**src/rtl/imem_loader.sv**
```systemverilog
// Boot-time instruction memory loader: byte stream in, 32-bit little-endian word writes out.
// Optional trailing XOR checksum of all data words when IMEM_LOADER_CHECKSUM_EN is defined.
module imem_loader #(
    parameter int          BUSWIDTH    = 32,
    parameter int          ADDRWIDTH   = 32,
    parameter int unsigned BASE_ADDR   = 0,
    parameter int unsigned ADDR_STRIDE = 4,
    parameter int unsigned MAX_WORDS   = 1024
) (
    input  logic                 clk,
    input  logic                 cpu_rstn,
    input  logic                 start,
    input  logic                 in_valid,
    output logic                 in_ready,
    input  logic [7:0]           in_data,
    output logic [ADDRWIDTH-1:0] wr_addr,
    output logic [BUSWIDTH-1:0]  wr_data,
    output logic                 wren,
    output logic [ADDRWIDTH-1:0] words_loaded,
    output logic                 busy,
    output logic                 done,
    output logic                 err,
    output logic                 core_rstn
);

    // state | meaning
    // IDLE  | waiting for the first start pulse after reset
    // HDR   | collecting the 4-byte word count
    // DATA  | collecting data words, one memory write per word
    // CSUM  | collecting the 4-byte checksum (checksum builds only)
    // DONE  | image written; core released from reset
    // ERR   | bad word count or checksum; core held in reset
`ifdef IMEM_LOADER_CHECKSUM_EN
    typedef enum logic [2:0] {S_IDLE, S_HDR, S_DATA, S_CSUM, S_DONE, S_ERR} state_t;
`else
    typedef enum logic [2:0] {S_IDLE, S_HDR, S_DATA, S_DONE, S_ERR} state_t;
`endif

    localparam logic [ADDRWIDTH-1:0] BASE   = ADDRWIDTH'(BASE_ADDR);
    localparam logic [ADDRWIDTH-1:0] STRIDE = ADDRWIDTH'(ADDR_STRIDE);

    state_t      state;
    logic [1:0]  idx;
    logic [23:0] low_bytes;
    logic [31:0] count_n;
    logic [31:0] full_word;
    logic        accept;
`ifdef IMEM_LOADER_CHECKSUM_EN
    logic [31:0] csum;
`endif

    // The fourth byte completes the word combinationally so it can be acted on at its own handshake.
    assign full_word = {in_data, low_bytes};
    assign accept    = in_valid && in_ready;

    always_ff @(posedge clk or negedge cpu_rstn) begin
        if (!cpu_rstn) begin
            state        <= S_IDLE;
            idx          <= 2'd0;
            low_bytes    <= 24'd0;
            count_n      <= 32'd0;
            in_ready     <= 1'b0;
            wren         <= 1'b0;
            wr_addr      <= BASE;
            wr_data      <= '0;
            words_loaded <= '0;
            busy         <= 1'b0;
            done         <= 1'b0;
            err          <= 1'b0;
            core_rstn    <= 1'b0;
`ifdef IMEM_LOADER_CHECKSUM_EN
            csum         <= 32'd0;
`endif
        end else begin
            wren <= 1'b0;
            case (state)
                S_IDLE, S_DONE, S_ERR: begin
                    if (start) begin
                        state        <= S_HDR;
                        idx          <= 2'd0;
                        in_ready     <= 1'b1;
                        wr_addr      <= BASE;
                        words_loaded <= '0;
                        busy         <= 1'b1;
                        done         <= 1'b0;
                        err          <= 1'b0;
                        core_rstn    <= 1'b0;
`ifdef IMEM_LOADER_CHECKSUM_EN
                        csum         <= 32'd0;
`endif
                    end else if (state == S_DONE) begin
                        // Entering DONE coincides with the last wren, so this rises one cycle later.
                        core_rstn <= 1'b1;
                    end
                end
                S_HDR: begin
                    if (accept) begin
                        idx <= idx + 2'd1;
                        if (idx != 2'd3) begin
                            low_bytes[8*idx +: 8] <= in_data;
                        end else begin
                            count_n <= full_word;
                            if (full_word > 32'(MAX_WORDS)) begin
                                state    <= S_ERR;
                                busy     <= 1'b0;
                                err      <= 1'b1;
                                in_ready <= 1'b0;
                            end else if (full_word == 32'd0) begin
`ifdef IMEM_LOADER_CHECKSUM_EN
                                state    <= S_CSUM;
`else
                                state    <= S_DONE;
                                busy     <= 1'b0;
                                done     <= 1'b1;
                                in_ready <= 1'b0;
`endif
                            end else begin
                                state <= S_DATA;
                            end
                        end
                    end
                end
                S_DATA: begin
                    if (accept) begin
                        idx <= idx + 2'd1;
                        if (idx != 2'd3) begin
                            low_bytes[8*idx +: 8] <= in_data;
                        end else begin
                            wren         <= 1'b1;
                            wr_data      <= BUSWIDTH'(full_word);
                            wr_addr      <= BASE + words_loaded * STRIDE;
                            words_loaded <= words_loaded + 1'b1;
`ifdef IMEM_LOADER_CHECKSUM_EN
                            csum         <= csum ^ full_word;
`endif
                            if (32'(words_loaded + 1'b1) == count_n) begin
`ifdef IMEM_LOADER_CHECKSUM_EN
                                state    <= S_CSUM;
`else
                                state    <= S_DONE;
                                busy     <= 1'b0;
                                done     <= 1'b1;
                                in_ready <= 1'b0;
`endif
                            end
                        end
                    end
                end
`ifdef IMEM_LOADER_CHECKSUM_EN
                S_CSUM: begin
                    if (accept) begin
                        idx <= idx + 2'd1;
                        if (idx != 2'd3) begin
                            low_bytes[8*idx +: 8] <= in_data;
                        end else begin
                            busy     <= 1'b0;
                            in_ready <= 1'b0;
                            if (full_word == csum) begin
                                state <= S_DONE;
                                done  <= 1'b1;
                            end else begin
                                state <= S_ERR;
                                err   <= 1'b1;
                            end
                        end
                    end
                end
`endif
                default: state <= S_IDLE;
            endcase
        end
    end

endmodule

```
**config.mk**
```make
export PLATFORM = sky130hd
export DESIGN_NAME = imem_loader
export DESIGN_NICKNAME = d
export VERILOG_FILES = /design/src/rtl/imem_loader.sv
export SDC_FILE = /design/constraint.sdc
export NUM_CORES = 1
export LEC_CHECK = 0
export CORE_MARGIN = 2
export CORE_UTILIZATION = 45
export DETAILED_ROUTE_END_ITERATION = 7
export PLACE_DENSITY_LB_ADDON = 0.08
export SLEW_MARGIN = 40
export SYNTH_ARGS = -nofsm -noshare
export SYNTH_HDL_FRONTEND = slang
export SYNTH_SLANG_ARGS = --single-unit
```
**constraint.sdc**
```tcl
create_clock -name clk -period 7 [get_ports clk]
set_clock_uncertainty 0.05 [all_clocks]
set_input_delay 1.4 -clock clk [delete_from_list [all_inputs] [get_ports clk]]
set_output_delay 1.4 -clock clk [all_outputs]
set_load 0.02 [all_outputs]
```
After elaboration in Yosys (flattened, before gate mapping)
Cells that the tools add are included.
{"block": "op_classes", "add_sub_neg": 3, "multipliers": 0, "n_div": 0, "magnitude_cmp": 1, "n_eq_ne": 17, "n_shift": 2, "mux": 47, "n_bitwise": 1, "reduce_logical": 20}
{"op": "32-bit 2-to-1 mux", "n": 5}
{"op": "32-bit case mux with 2 select lines", "n": 2}
{"op": "5-bit negator with 34-bit output", "n": 1}
{"op": "8-bit by 34-bit variable shift with 24-bit output, first input constant", "n": 1}
{"op": "8-bit by 34-bit variable part select with 24-bit output", "n": 1}
{"op": "32-bit by 1-bit adder with 32-bit output, second input constant", "n": 1}
{"op": "32-bit equality test", "n": 1}
{"op": "32-bit by 11-bit > comparator with 1-bit output, second input constant", "n": 1}
{"op": "32-bit zero test", "n": 1}
{"op": "1-bit 2-to-1 mux", "n": 25}
{"op": "24-bit bitwise mux", "n": 1}
{"op": "3-bit 2-to-1 mux", "n": 7}
{"op": "2-bit != test, second input constant", "n": 10}
{"op": "3-bit AND reduction", "n": 4}
{"op": "3-bit case mux with 3 select lines", "n": 1}
{"op": "9-bit AND reduction", "n": 1}
{"op": "8-bit AND reduction", "n": 1}
{"op": "2-bit nonzero test", "n": 4}
{"op": "3-bit by 2-bit equality test with 1-bit output, second input constant", "n": 2}
{"op": "1-bit case mux with 3 select lines", "n": 2}
{"op": "6-bit AND reduction", "n": 1}
{"op": "5-bit AND reduction", "n": 1}
{"op": "2-bit 2-to-1 mux", "n": 2}
{"op": "2-bit case mux with 2 select lines", "n": 1}
{"op": "other kinds (14)", "n": 14}
{"block": "word_totals", "register_bits": 162, "latchBits": 0, "mem_bits_rw": 0, "rom_bits": 0, "input_bits": 12, "wordCells": 103, "memories": 0}

Longest topological paths before layout
{"block": "logic_depth", "depth_word": 6, "depth_mapped": 10}

Worst setup path before layout
Ideal clock, no wire load.
{"block": "synth_path", "path_type": "input port to flip-flop", "from": "in in_data[1]", "to": "reg busy", "arrival_time_ns": 2.874, "setup_slack_ns": 3.994, "stages": 7, "n_path_buf": 0, "cell_sequence": "or4_1 nor4_1 nand2_1 nor3_1 o22ai_1 o2bb2ai_1 a31oi_1"}
{"block": "synth_between", "elab_chain_cells": 5, "elab_cells_between_ends": 8}
{"element": "start, declared", "line_no": "15", "source": "input logic [7:0] in_data,"}
{"element": "32-bit by 11-bit > comparator with 1-bit output", "line_no": "103", "source": "if (full_word > 32'(MAX_WORDS)) begin"}
{"element": "1-bit 2-to-1 mux", "line_no": "103"}
{"element": "1-bit 2-to-1 mux", "line_no": "99", "source": "if (idx != 2'd3) begin"}
{"element": "1-bit 2-to-1 mux", "line_no": "97", "source": "if (accept) begin"}
{"element": "1-bit case mux with 3 select lines", "line_no": "76", "source": "case (state)"}
{"element": "end signal, assigned", "line_no": "84", "source": "busy <= 1'b1;"}
{"element": "end signal, assigned", "line_no": "105", "source": "busy <= 1'b0;"}
{"element": "end signal, assigned", "line_no": "113", "source": "busy <= 1'b0;"}
{"element": "end, declared", "line_no": "20", "source": "output logic busy,"}
Parallel ways exist; a longest one is shown, timed or not. The select of a mux whose other input is x is not followed.
A chain may end at the register's enable or synchronous reset.

Final worst setup path
{"block": "layout_path", "from": "in in_valid", "to": "reg words_loaded[11]"}
{"block": "layout_between", "elab_chain_cells": 3}
{"element": "start, declared", "line_no": "13", "source": "input logic in_valid,"}
{"element": "1-bit logical AND", "line_no": "54", "source": "assign accept = in_valid && in_ready;"}
{"element": "2-bit != test (no source line)"}
{"element": "4-bit AND reduction (no source line)"}
{"element": "end signal, assigned", "line_no": "132", "source": "words_loaded <= words_loaded + 1'b1;"}
{"element": "end, declared", "line_no": "19", "source": "output logic [ADDRWIDTH-1:0] words_loaded,"}
Every way passes these cells.

==> flow_metrics.tcl <==
set metrics [dict create \
    grt_antenna_before_repair 0 \
    number_of_flops_mapped_to_enable_cells_by_yosys 0 \
    netlist.area_leader.share_pct 49.3 \
    via_count_of_the_first_global_routing_pass 6349 \
    effective_utilization_at_floorplan_pct 45.5 \
    ys_warn_count 0 \
    asyncSetResetFlopFracSynth_pct 100 \
    n_antenna_cell 0 \
    synth_xor_xnor_area_share_pct 4.42 \
    timing.critical_path.from_type "primary input" \
    muxShareOfSynthArea_pct 9.10 \
    postCtsHoldBufs 0 \
    final_min_period_over_clock_period_pct 52.4 \
    power_uw 2820 \
    synth_top_family_by_area "simple AND/OR/NAND/NOR gates" \
    grt_pass1_wl_um 35400 \
    totalWireLength_um 21800 \
    global_route.usage.total_pct 23.0 \
    vdd_drop_max_uv 189 \
    detailedPlace.worstSlack_ps 2800 \
    post_dp_cell_area_um2 9340 \
    data_required_time_of_the_worst_path_ps 7290 \
    pin_count 114 \
    leakagePower_uw 0.00425 \
    run_status "finished, final reports clean" \
    route.antenna.remaining_nets 0 \
    report.final.slew_viol_count 0 \
    cts_sinks 160 \
    synth_cells 829 \
    synth.area.top_cells "sky130_fd_sc_hd__dfrtp_1, sky130_fd_sc_hd__mux2_2, sky130_fd_sc_hd__nand2_1" \
    ws_path_type "primary input to flop" \
    yosysSeqAreaShare_pct 49.3 \
    max_slew.worst_pin.slew_ps 874 \
    critPathArrivalTime_ps 3960 \
    port-buffer-count 111 \
    post_drt_via_cell_ratio 5.76 \
    max-slew-margin-rel_pct 41.4 \
    cts_tree "yes" \
    synth-simple-area-share_pct 18.4 \
    synth.lib_cells_used.distinct 66 \
    post-cts-setup-buffers 0 \
    timing.hold.worst.class "flop to flop" \
    grt_setup_unrepaired "false" \
    synth-adder-area-share_pct 0.924 \
    cts-resized-gates 0 \
    grt_start_max_net_pins 96 \
    die_height_um 138 \
    synth_most_common_cell "sky130_fd_sc_hd__dfrtp_1" \
    critical_path.endpoint_type "flop" \
    hold_depth 2 \
    placement_rows 49 \
    cts_buffers 17 \
    report.final.hold_viol_count 0 \
    avgRoutedWirePerCell_um 19.0 \
    drive_above_1_share_pct 13.5 \
    routabilityCongestion 0.912 \
    initialDrtViolationCount 588 \
    place.detailed.hpwl_um 15000 \
    max-clock-path-buffers 2 \
    worst_skew_pair.late_latency_ps 430 \
    max_cap_violations 0 \
    core_area_um2 17800 \
    p_per_area_nw_per_um2 282 \
    synth_top_area_cell "sky130_fd_sc_hd__dfrtp_1" \
    yosys-top-cells-count "sky130_fd_sc_hd__dfrtp_1, sky130_fd_sc_hd__nand2_1, sky130_fd_sc_hd__o21ai_0" \
    grt_remaining_overflow 0 \
    synth_compound_area_share_pct 14.0 \
    area_delta_synth_final_pct 23.0 \
    post-route-worst-setup-slack_ps 3330 \
    via_count 6627 \
    cp_max_fo 95 \
    overall_die_area_um2 19100 \
    final_design_area_no_fill_um2 9990 \
    synth.cell_area_um2 8120 \
    fmax_mhz 273 \
    cts.root.buffer_cell "sky130_fd_sc_hd__clkbuf_16" \
    timing.final.crit_period_ps 3670 \
    num-nets-final 926 \
    synth_top_flop_cell "sky130_fd_sc_hd__dfrtp_1" \
    clkSlewWorstSetupHoldPaths_ps 60 \
    syn_avg_cell_area_um2 9.80 \
    final-setup-viol-count 0 \
    floorplan_die_width_um 138 \
    depth_of_the_worst_register_to_register_path 9 \
    drt-pass1-iter-count 6 \
    setup_total_negative_slack_ps 0 \
    drcViolationCount 0 \
    yosys_register_bits 160 \
    cts_htree_levels 4 \
    finalCoreUtilization_pct 56.0 \
]
## layout by cell type (no fill, tap or decap), types with 3 or more instances in the layout
master / count
sky130_fd_sc_hd__clkdlybuf4s50_1: 110
sky130_fd_sc_hd__o32ai_1: 3
sky130_fd_sc_hd__nor2_1: 31
sky130_fd_sc_hd__bufinv_16: 4
sky130_fd_sc_hd__or4_1: 4
sky130_fd_sc_hd__nand3_1: 21
sky130_fd_sc_hd__xor2_1: 16
sky130_fd_sc_hd__inv_6: 4
sky130_fd_sc_hd__mux2i_1: 3
sky130_fd_sc_hd__o31ai_1: 19
sky130_fd_sc_hd__nand2b_1: 5
sky130_fd_sc_hd__and3_1: 7
sky130_fd_sc_hd__and2_1: 6
sky130_fd_sc_hd__a21o_1: 5
sky130_fd_sc_hd__nor3_2: 5
sky130_fd_sc_hd__o41ai_1: 4
sky130_fd_sc_hd__buf_4: 4
sky130_fd_sc_hd__inv_1: 11
sky130_fd_sc_hd__a211oi_1: 3
sky130_fd_sc_hd__a21oi_1: 14
sky130_fd_sc_hd__nand2_1: 150
sky130_fd_sc_hd__mux2_2: 63
sky130_fd_sc_hd__nor3_1: 14
sky130_fd_sc_hd__nor4_1: 11
sky130_fd_sc_hd__nor2b_1: 6
sky130_fd_sc_hd__a31oi_1: 8
sky130_fd_sc_hd__o21ai_0: 103
sky130_fd_sc_hd__ha_1: 6
sky130_fd_sc_hd__and4_1: 6
sky130_fd_sc_hd__o22ai_1: 5
sky130_fd_sc_hd__xnor2_1: 25
sky130_fd_sc_hd__clkbuf_16: 17
sky130_fd_sc_hd__dfrtp_1: 160
sky130_fd_sc_hd__or3_1: 5
sky130_fd_sc_hd__nand4_1: 11
## kinds of logic after synthesis
kind of cell               Yosys count
AOI/OAI and AO/OA                  187
xor gates and xnor gates            41
adders and majority gates            6
buffers and inverters               69
DFF                                160
muxes                               66
other                                1
and+or+nand+nor                    299
## cell type report
cell class	count	area, um^2
clock buffers	18	439
clock inverters	14	200
fillers	1566	7850
inverters	11	41.3
multi-input cells	601	3850
flip-flops and latches	160	4000
well taps	229	287
repair buffers	117	1170
## critical path, cell delays in order
cell and delay [ps]:
sky130_fd_sc_hd__clkdlybuf4s50_1 500, sky130_fd_sc_hd__nand3_1 190, sky130_fd_sc_hd__o21ai_0 380, sky130_fd_sc_hd__a21boi_4 90
sky130_fd_sc_hd__buf_6 300, sky130_fd_sc_hd__nand2b_2 530, sky130_fd_sc_hd__or3_1 480, sky130_fd_sc_hd__o21ai_0 90
## state kept, by name, summed over array words and instances (netlist names)
| signal | count |
|---|---|
| err | 1 |
| wr_addr | 30 |
| idx | 2 |
| busy | 1 |
| done | 1 |
| low_bytes | 24 |
| wren | 1 |
| state | 3 |
| words_loaded | 32 |
| core_rstn | 1 |
| wr_data | 32 |
| count_n | 32 |
## metrics by stage
| stage | std cells | hold slack [ps] |
|---|---|---|
| final | 1150 | 431 |
| after global routing | 1150 | 455 |
| after CTS | 1150 | 434 |
| after floorplan | 830 | 423 |
| after detailed placement | 1118 | 419 |
| after global placement | 1118 | 410 |
## report_power, final
part	internal (uW)	switching [uW]	total (uW)	leakage [uW]
logic	248	399	648	0.00172
clock network	613	403	1020	0.000310
registers	1020	137	1150	0.00221
## worst paths after layout
kind                               endpoint       startpoint  slack (ps)
setup / recovery           words_loaded[11]         in_valid        3330
hold reg to reg                 wr_addr[29]      wr_addr[29]         430
min in group asynchronous        wr_addr[6]         cpu_rstn         930
setup reg to reg                   state[0]  words_loaded[0]        3500
max in group asynchronous       count_n[31]         cpu_rstn        4760
hold / removal                  wr_addr[29]      wr_addr[29]         430
## layer usage
layer / vias to the layer above / GRT usage [%] / wire [um]
met2: 239 / 36.1 / 10200
met4: 0 / 7.09 / 363
met3: 26 / 4.19 / 1310
met1: 3243 / 32.6 / 10000
met5: - / 0 / 0
li1: 3119 / - / -
Note: power is estimated with default switching activity, not from simulation.
==> RTL change (config.mk and constraints unchanged) <==
The option `IMEM_LOADER_CHECKSUM_EN` is turned on by a define.
--- a/src/rtl/imem_loader.sv
+++ b/src/rtl/imem_loader.sv
@@ -1,5 +1,7 @@
 // Boot-time instruction memory loader: byte stream in, 32-bit little-endian word writes out.
 // Optional trailing XOR checksum of all data words when IMEM_LOADER_CHECKSUM_EN is defined.
+`define IMEM_LOADER_CHECKSUM_EN
+
 module imem_loader #(
     parameter int          BUSWIDTH    = 32,
     parameter int          ADDRWIDTH   = 32,
Function: changed (a bounded check fails within 10 cycles, from zero or initial values and one cycle with cpu_rstn low).
==> RTL change against the original RTL <==
Die area is 14% higher. Setup slack improved by 0.071 ns. Synthesized cell count grew 27%. Combinational power increased by 22%. Critical path type unchanged. Wire length is 12% higher. Cell area increased by 12%. Total power grew 15%. Maximum frequency grew 2.0%. Clock power is 4% lower. Sequential power grew 27%. Largest power group unchanged. Worst hold slack worse by 0.018 ns. Global-route usage rose by 0.54 points. Sequential cell count is 32 higher. Synthesized area up 15%.
==> RTL change: results (changes against the original RTL) <==
stage	metric	value	unit	change
grt	GR Util met2	0.373		+0.0118
finish	Layout Nets	1137		+23%
grt	first-pass GRT wire length	40400	um	+14%
grt	M3 GR Usage	0.0340		-0.00796
power_and_ir_drop	power per cell area	288	nW/um^2	+2.3%
yosys	synth unique cells	56		-15%
power_and_ir_drop	Peak VDD IR	213	uV	+13%
clocking	CTS Buffer Depth	2		unchanged
clocking	Max H-tree Level	4		unchanged
clocking	Root Driver	clkbuf_16		
worst_hold_path	hold crit path type	register to register		
yosys	yosys warns	0		unchanged
placed_design	I/O Buffers	111		unchanged
placed_design	post-placement setup slack	2.94	ns	+0.135 ns
yosys	Commonest cells post-synth	nand2_1 (214), dfrtp_1 (192), o21ai_0 (165)		
detailed_routing	Routed WL	24500	um	+12%
grt	met1 Usage GRT	0.342		+0.0153
placed_design	routability cong.	0.940		+3.1%
detailed_routing	routed len/inst	17.5	um	-7.9%
yosys	Synth Area per Inst	8.88	um^2	-9.4%
clocking	TritonCTS buffer count	17		unchanged
clocking	clock-pin slew on the worst setup and hold paths	0.07	ns	
yosys	ys flop type	dfrtp_1		
power_and_ir_drop	power share of the sequential group	0.452		+0.042
worst_setup_path	arrival time worst endpoint	3.87	ns	-0.09 ns
worst_setup_path	CP max stage delay	0.47	ns	-0.06 ns
clocking	Worst-Skew Late Latency	0.44	ns	
grt	initial antenna violation count	0		unchanged
yosys	leading post-synthesis cells by cell area	dfrtp_1 (51%), o21ai_0 (8.8%), nand2_1 (8.6%), xor2_1 (4.4%), nand3_1 (4.1%)		
yosys	Seq/Total Area, Yosys	0.515		+0.0218
finish	share of cells above drive strength 1	0.0592		-0.0754
placed_design	Post-Place Cells	1370		+23%
grt	total global routing track utilization	0.235		+0.00544
grt	pin count of the biggest net entering global routing	79		-18%
clocking	Post-CTS Setup Repair Bufs	0		unchanged
detailed_routing	initial DRC count	627		+6.6%
run_status	status	finished, final reports clean		
power_and_ir_drop	Internal Power	2.10	mW	+12%
power_and_ir_drop	Lkg Pwr	5.31	nW	+25%
yosys	FFs w/ async S/R, synth	1.00		unchanged
timing	Worst slew margin	0.504		+0.0896
worst_setup_path	CP max stage cell	clkdlybuf4s50_1		
detailed_routing	vias per std cell	5.38		-6.6%
placed_design	dpl hpwl	17200	um	+14%
finish	ant diodes	0		unchanged
power_and_ir_drop	P_clk	0.978	mW	-4%
finish	post-route cell area	11200	um^2	+12%
finish	fillers	1889		+21%
grt	vias in the first global route	7211		+14%
worst_setup_path	CP Max Fanout	38		-60%
clocking	post-cts resize count	0		unchanged
worst_setup_path	element type at the critical path start	primary input		
detailed_routing	Pre-antenna DRT Iters	6		unchanged
[RTL change: layout make-up]
type,instances,area share
Clock buffer,23,0.0436
Clock inverter,9,0.00872
Inverter,31,0.0104
Multi-Input combinational cell,756,0.370
Sequential cell,192,0.429
Tap cell,270,0.0302
Timing Repair Buffer,121,0.107
[RTL change: routing by layer]
layer	vias to the layer above	part of all wire
met2	181	0.48
met1	3653	0.47
met3	28	0.038
li1	3684	-
met4	0	0.015
met5	-	0
[RTL change: cells by family (layout without fill, tap and decap cells)]
logic type / count (synthesis) / count (layout) / synth area share
mux: 11 / 11 / 0.0130
flops: 192 / 192 / 0.515
fa+ha+maj: 6 / 6 / 0.00804
compound gates: 215 / 215 / 0.126
other cells: 1 / 2 / 0.000402
simple gates: 439 / 439 / 0.215
buf+inv: 104 / 184 / 0.0450
xor+xnor: 83 / 83 / 0.0779
[RTL change: critical path: cells and delay by family]
family	cells	cell delay, ns
AO/OA/AOI/OAI	2	0.21
buffers and inverters	4	1.42
AND/OR/NAND/NOR	4	0.79
[RTL change: worst paths after layout]
| check | startpoint | to | slack (ns) | cells past startpoint |
|---|---|---|---|---|
| min in group asynchronous | cpu_rstn | wr_addr[8]$_DFFE_PN0P_ | 0.94 | 1 |
| hold / removal | wr_addr[16]$_DFFE_PN0P_ | wr_addr[16]$_DFFE_PN0P_ | 0.41 | 2 |
| setup reg to reg | words_loaded[0]$_DFFE_PN0P_ | state[0]$_DFFE_PN0P_ | 3.78 | 8 |
| hold reg to reg | wr_addr[16]$_DFFE_PN0P_ | wr_addr[16]$_DFFE_PN0P_ | 0.41 | 2 |
| setup / recovery | in_valid | words_loaded[27]$_DFFE_PN0P_ | 3.41 | 10 |
| max in group asynchronous | cpu_rstn | wr_data[24]$_DFFE_PN0P_ | 4.84 | 2 |
